--- src/rtl/dcache_responder.sv ---
// Direct-mapped, write-through, no-write-allocate data cache sitting on the
// CPU MEM-stage data port. Hits answer combinationally; misses refill a whole
// line from the backing word memory, and every write goes through to memory.
module dcache_responder #(
  parameter int NUM_LINES  = 16,
  parameter int LINE_WORDS = 4
) (
  input  logic        clk_i,
  input  logic        rst_i,
  input  logic        rd_i,
  input  logic        wr_i,
  input  logic [31:0] addr_i,
  input  logic [31:0] wdata_i,
  output logic [31:0] rdata_o,
  output logic        stall_o,
  output logic        mem_req_o,
  output logic        mem_we_o,
  output logic [31:0] mem_addr_o,
  output logic [31:0] mem_wdata_o,
  input  logic        mem_ack_i,
  input  logic [31:0] mem_rdata_i,
  output logic [31:0] hit_cnt_o,
  output logic [31:0] miss_cnt_o
);
  localparam int OFF_W = $clog2(LINE_WORDS);
  localparam int IDX_W = $clog2(NUM_LINES);
  localparam int TAG_W = 30 - OFF_W - IDX_W;
  localparam logic [OFF_W-1:0] LAST_WORD = OFF_W'(LINE_WORDS - 1);

  typedef enum logic [1:0] {S_IDLE, S_REFILL, S_WRITE, S_DONE} state_t;

  state_t                r_state, w_next;
  logic [NUM_LINES-1:0]  r_valid;
  logic [TAG_W-1:0]      r_tag  [NUM_LINES];
  logic [31:0]           r_data [NUM_LINES][LINE_WORDS];
  logic [OFF_W-1:0]      r_cnt;
  logic [31:0]           r_mem_addr, r_mem_wdata;
  logic [31:0]           r_hit_cnt, r_miss_cnt;

  logic [OFF_W-1:0]      w_off;
  logic [IDX_W-1:0]      w_idx, w_ridx;
  logic [TAG_W-1:0]      w_tag, w_rtag;
  logic                  w_hit;

  // CPU-side address split, and the refill target taken from the latched base
  assign w_off  = addr_i[OFF_W+1:2];
  assign w_idx  = addr_i[IDX_W+OFF_W+1:OFF_W+2];
  assign w_tag  = addr_i[31:IDX_W+OFF_W+2];
  assign w_hit  = r_valid[w_idx] && (r_tag[w_idx] == w_tag);
  assign w_ridx = r_mem_addr[IDX_W+OFF_W+1:OFF_W+2];
  assign w_rtag = r_mem_addr[31:IDX_W+OFF_W+2];

  assign mem_addr_o  = r_mem_addr;
  assign mem_wdata_o = r_mem_wdata;
  assign hit_cnt_o   = r_hit_cnt;
  assign miss_cnt_o  = r_miss_cnt;

  function automatic logic [31:0] sat_inc(input logic [31:0] v);
    return (v == 32'hFFFF_FFFF) ? v : v + 32'd1;
  endfunction

  // Next state plus stall / memory handshake / read data decode
  always_comb begin
    w_next    = r_state;
    stall_o   = 1'b0;
    mem_req_o = 1'b0;
    mem_we_o  = 1'b0;
    rdata_o   = 32'd0;
    case (r_state)
      S_IDLE: begin
        if (wr_i) begin
          stall_o = 1'b1;
          w_next  = S_WRITE;
        end else if (rd_i) begin
          if (w_hit) begin
            rdata_o = r_data[w_idx][w_off];
          end else begin
            stall_o = 1'b1;
            w_next  = S_REFILL;
          end
        end
      end
      S_REFILL: begin
        stall_o   = 1'b1;
        mem_req_o = 1'b1;
        if (mem_ack_i && r_cnt == LAST_WORD) w_next = S_DONE;
      end
      S_WRITE: begin
        stall_o   = 1'b1;
        mem_req_o = 1'b1;
        mem_we_o  = 1'b1;
        if (mem_ack_i) w_next = S_DONE;
      end
      default: begin
        // line is valid now; CPU consumes the result at this edge
        rdata_o = r_data[w_idx][w_off];
        w_next  = S_IDLE;
      end
    endcase
  end

  // State, tags/valids, memory request registers and statistics counters
  always_ff @(posedge clk_i) begin
    if (rst_i) begin
      r_state     <= S_IDLE;
      r_valid     <= '0;
      r_cnt       <= '0;
      r_mem_addr  <= 32'd0;
      r_mem_wdata <= 32'd0;
      r_hit_cnt   <= 32'd0;
      r_miss_cnt  <= 32'd0;
    end else begin
      r_state <= w_next;
      case (r_state)
        S_IDLE: begin
          if (wr_i) begin
            if (w_hit) r_hit_cnt  <= sat_inc(r_hit_cnt);
            else       r_miss_cnt <= sat_inc(r_miss_cnt);
            r_mem_addr  <= {addr_i[31:2], 2'b00};
            r_mem_wdata <= wdata_i;
          end else if (rd_i) begin
            if (w_hit) begin
              r_hit_cnt <= sat_inc(r_hit_cnt);
            end else begin
              r_miss_cnt     <= sat_inc(r_miss_cnt);
              r_mem_addr     <= {addr_i[31:OFF_W+2], {(OFF_W+2){1'b0}}};
              r_cnt          <= '0;
              // victim line is being overwritten; it must not hit mid-refill
              r_valid[w_idx] <= 1'b0;
            end
          end
        end
        S_REFILL: begin
          if (mem_ack_i) begin
            r_cnt <= r_cnt + 1'b1;
            if (r_cnt == LAST_WORD) begin
              r_valid[w_ridx] <= 1'b1;
              r_tag[w_ridx]   <= w_rtag;
            end else begin
              r_mem_addr <= r_mem_addr + 32'd4;
            end
          end
        end
        default: ;
      endcase
    end
  end

  // Data array: write-hit update and refill fill; contents need no reset
  always_ff @(posedge clk_i) begin
    if (!rst_i) begin
      if (r_state == S_IDLE && wr_i && w_hit)
        r_data[w_idx][w_off] <= wdata_i;
      else if (r_state == S_REFILL && mem_ack_i)
        r_data[w_ridx][r_cnt] <= mem_rdata_i;
    end
  end
endmodule

--- config.mk ---
export PLATFORM = sky130hd
export DESIGN_NAME = dcache_responder
export DESIGN_NICKNAME = d
export VERILOG_FILES = /design/src/rtl/dcache_responder.sv
export SDC_FILE = /design/constraint.sdc
export NUM_CORES = 2
export LEC_CHECK = 0
export CORE_ASPECT_RATIO = 1.1
export CORE_UTILIZATION = 42
export CTS_CLUSTER_DIAMETER = 100
export DETAILED_ROUTE_END_ITERATION = 10
export HOLD_SLACK_MARGIN = 0.12
export RECOVER_POWER = 50
export SLEW_MARGIN = 5
export SYNTH_ARGS = -nofsm -noshare
export SYNTH_HDL_FRONTEND = slang
export SYNTH_SLANG_ARGS = --single-unit
--- constraint.sdc ---
create_clock -name clk_i -period 6.5 [get_ports clk_i]
set_input_delay 0.65 -clock clk_i [delete_from_list [all_inputs] [get_ports clk_i]]
set_output_delay 0.65 -clock clk_i [all_outputs]
set_load 0.005 [all_outputs]
==> flow_metrics.env <==
export IMPL_cts_hold_buf=0
export IMPL_hpwl_um=152000
export IMPL_post_cts_buffers=0
export IMPL_period_needed_ns=5.99
export IMPL_ys_ff_latch=2578
export IMPL_wire_per_inst_um=30.8
export IMPL_clock_sinks=2578
export IMPL_synth_edff_count=2432
export IMPL_routabilityCongestion=0.888
export IMPL_cp_startpoint="addr_i[4]"
export IMPL_rr_worst_depth=9
export IMPL_wl_um=265000
export IMPL_htree_levels=5
export IMPL_max_slew_margin_rel_pct=-123
export IMPL_synthDistinctLibCells=73
export IMPL_core_area_mm2=0.239
export IMPL_finalClockSkew_ns=0.0521
export IMPL_yosysTopAreaCell="edfxtp_1"
export IMPL_violations="capacitance limit, slew limit"
export IMPL_p_leak_nw=37.1
export IMPL_rsz0062_at_grt="false"
export IMPL_post_route_util_pct=49.2
export IMPL_syn_inst=4804
export IMPL_numCtsBuffers=282
export IMPL_cts_tree="done"
export IMPL_async_flop_share_pct=0
export IMPL_area_growth_pct=16.3
export IMPL_antenna_found_initial=18
export IMPL_min_period_over_period_pct=92.2
export IMPL_worst_slew_pin_slew_ns=3.34
export IMPL_synth_ff_type="edfxtp_1"
export IMPL_ys_seq_area_share_pct=75.0
export IMPL_synth_top_area_share_pct=72.2
export IMPL_drc=0
export IMPL_worst_hold_path_type="in2reg"
export IMPL_fin_nets=5398
export IMPL_r2r_end="r_data[1][60]"
export IMPL_yosys_top_cells_area="edfxtp_1 72%, mux4_2 16%, dfxtp_1 2.9%"
export IMPL_total_power_mw=37.4
export IMPL_setup_violations_final=0
export IMPL_crit_fanout=27
export IMPL_clk_insertion_delay_late_ns=0.92
export IMPL_grt_pass1_vias=51700
export IMPL_setup_worst_path_start_class="primary input"
export IMPL_ioPinCount=264
export IMPL_grt_pass1_wl_um=379000
export IMPL_cts_buffer_depth=4
export IMPL_worstPathArrival_ns=6.54
export IMPL_whs_path_depth=2
export IMPL_crit_chain="buf_8 > nor2b_2 > a22oi_1 > a21oi_1 > o22ai_1 > nor4_1 > buf_4 > nor2_1 > nor4_4 > clkbuf_1 > nand2_1 > mux2i_2 > nor2_1 > clkbuf_1"
export IMPL_hold_ws_ns=0.187
export IMPL_die_w_um=470
export IMPL_path_delay_family="simple AND/OR/NAND/NOR gates"
export IMPL_finalSetupTns_ns=0
export IMPL_worstSetupEndpointType="flop"
export IMPL_power_density_mw_per_mm2=318
export IMPL_reg2reg_slack_ns=0.62
export IMPL_fillCellCount=19200
export IMPL_fmax_ghz=0.167
export IMPL_hold_path_end="mem_wdata_o[18]"
export IMPL_netlist_area_mm2=0.101
export IMPL_path_clk_slew_ns=0.06
export IMPL_drt_iter0_markers=5980
export IMPL_dieHeight_um=517
export IMPL_synth_most_common_cell="edfxtp_1"
export IMPL_required_ns=7.05
export IMPL_start_util_pct=42.4
export IMPL_synth_warnings=0
export IMPL_rr_startpoint="r_state[1]"
export IMPL_synth_avg_cell_area_um2=21.1
export IMPL_cts_resized=0
export IMPL_path_class="in2reg"
export IMPL_max_vdd_ir_drop_mv=0.227
export IMPL_grt_usage_pct=21.8
export IMPL_grt_overflow_total=0
export IMPL_worstHoldStart="rst_i"
export IMPL_final_antenna_net_count=0
export IMPL_hold_violations=0
export IMPL_timing_critical_path_buf_inv=4
export IMPL_grt_max_degree=120
export IMPL_drive_above_1_share_pct=25.7
export IMPL_num_vias=51300
export IMPL_finalMaxSlewViolations=1251
export IMPL_root_buffer="clkbuf_16"
export IMPL_outcome="finished, violations left"
export IMPL_cpPeakStageDelay_ns=1.43
export IMPL_yosys_top_cells_count="2432 x edfxtp_1, 712 x mux4_2, 189 x clkbuf_1"
export IMPL_rows=188
export IMPL_numPortBuffers=259
export IMPL_die_area_mm2=0.243
export IMPL_cp_slowest_cell="mux2i_2"
export IMPL_firstDrtPassIters=6
export IMPL_detail_route_vias_per_cell=5.96
export IMPL_maxCapViolCount=32
where the power goes:
group | internal, mW | total, mW | switching [mW]
Clock | 8.95 | 15.2 | 6.25
Combinational | 1.10 | 3.10 | 2.00
Sequential | 18.8 | 19.1 | 0.314
Total | 28.8 | 37.4 | 8.56
how the worst max path moves through the flow:
stage	to	slack (ns)	cells after the start
floorplan	r_data[4][64]	0.96	14
global placement	r_data[9][44]	0.17	15
detailed placement	r_data[9][44]	0.19	15
CTS	rdata_o[23]	0.37	13
global route	r_data[7][28]	0.17	13
finish	r_data[5][32]	0.51	14
placed cells by master, fill, tap and decap left out, types with 24 or more instances in the layout:
cell / instances
clkdlybuf4s50_1: 122
nor2b_1: 47
nor2_1: 99
clkinv_1: 52
o21ai_0: 40
mux4_2: 712
a21oi_1: 104
buf_4: 97
a22oi_1: 24
clkbuf_16: 290
dfxtp_1: 146
mux2_2: 40
buf_12: 48
and3_1: 24
nand3_1: 42
mux2i_1: 146
nand2_1: 167
edfxtp_1: 2432
inv_1: 32
nor3_1: 48
clkbuf_1: 89
clkinv_2: 37
dlygate4sd3_1: 128
nor2_4: 61
flip-flops by register name (all words and copies together) (netlist names):
| register | count |
|---|---|
| r_data | 2048 |
| r_tag | 384 |
| hit_cnt_o | 32 |
| mem_wdata_o | 32 |
| miss_cnt_o | 32 |
| mem_addr_o | 30 |
| r_valid | 16 |
| r_cnt | 2 |
| r_state | 2 |
per-layer routing:
metal / vias up / GRT usage [%] / share of wire (%)
met4: 2 / 6.61 / 2.9
met2: 2021 / 35.8 / 49
met5: - / 0 / 0.0049
li1: 21100 / - / -
met1: 27800 / 30.0 / 41
met3: 434 / 3.36 / 6.7
layout make-up:
| cell class | count | area, µm² | share of cell area (%) |
|---|---|---|---|
| clock inverters | 123 | 1080 | 0.921 |
| inverters | 34 | 128 | 0.108 |
| well taps | 3135 | 3920 | 3.33 |
| diodes | 6 | 15.0 | 0.0128 |
| repair buffers | 467 | 4590 | 3.90 |
| clock buffers | 353 | 7550 | 6.42 |
| multi-input cells | 1923 | 24500 | 20.8 |
| flip-flops and latches | 2578 | 76000 | 64.5 |
per-stage QoR:
step           instances  worst slack, ns  cell area, µm²
2_1_floorplan       4805            0.955          101000
3_3_place_gp        8137            0.174          110000
3_5_place_dp        8137            0.191          110000
4_1_cts             8613            0.370          118000
5_1_grt             8616            0.173          118000
6_report            8619            0.510          118000
kinds of logic after synthesis:
group / Yosys count / synth area share [%]
AO/OA/AOI/OAI: 336 / 2.26
XOR/XNOR: 48 / 0.430
adder cells (fa/ha/maj): 11 / 0.136
buffers and inverters: 304 / 1.30
flip-flops: 2578 / 75.0
multiplexers: 910 / 17.9
other: 1 / 0.00370
AND/OR/NAND/NOR: 616 / 2.97
Note: power is estimated with default switching activity, not from simulation.
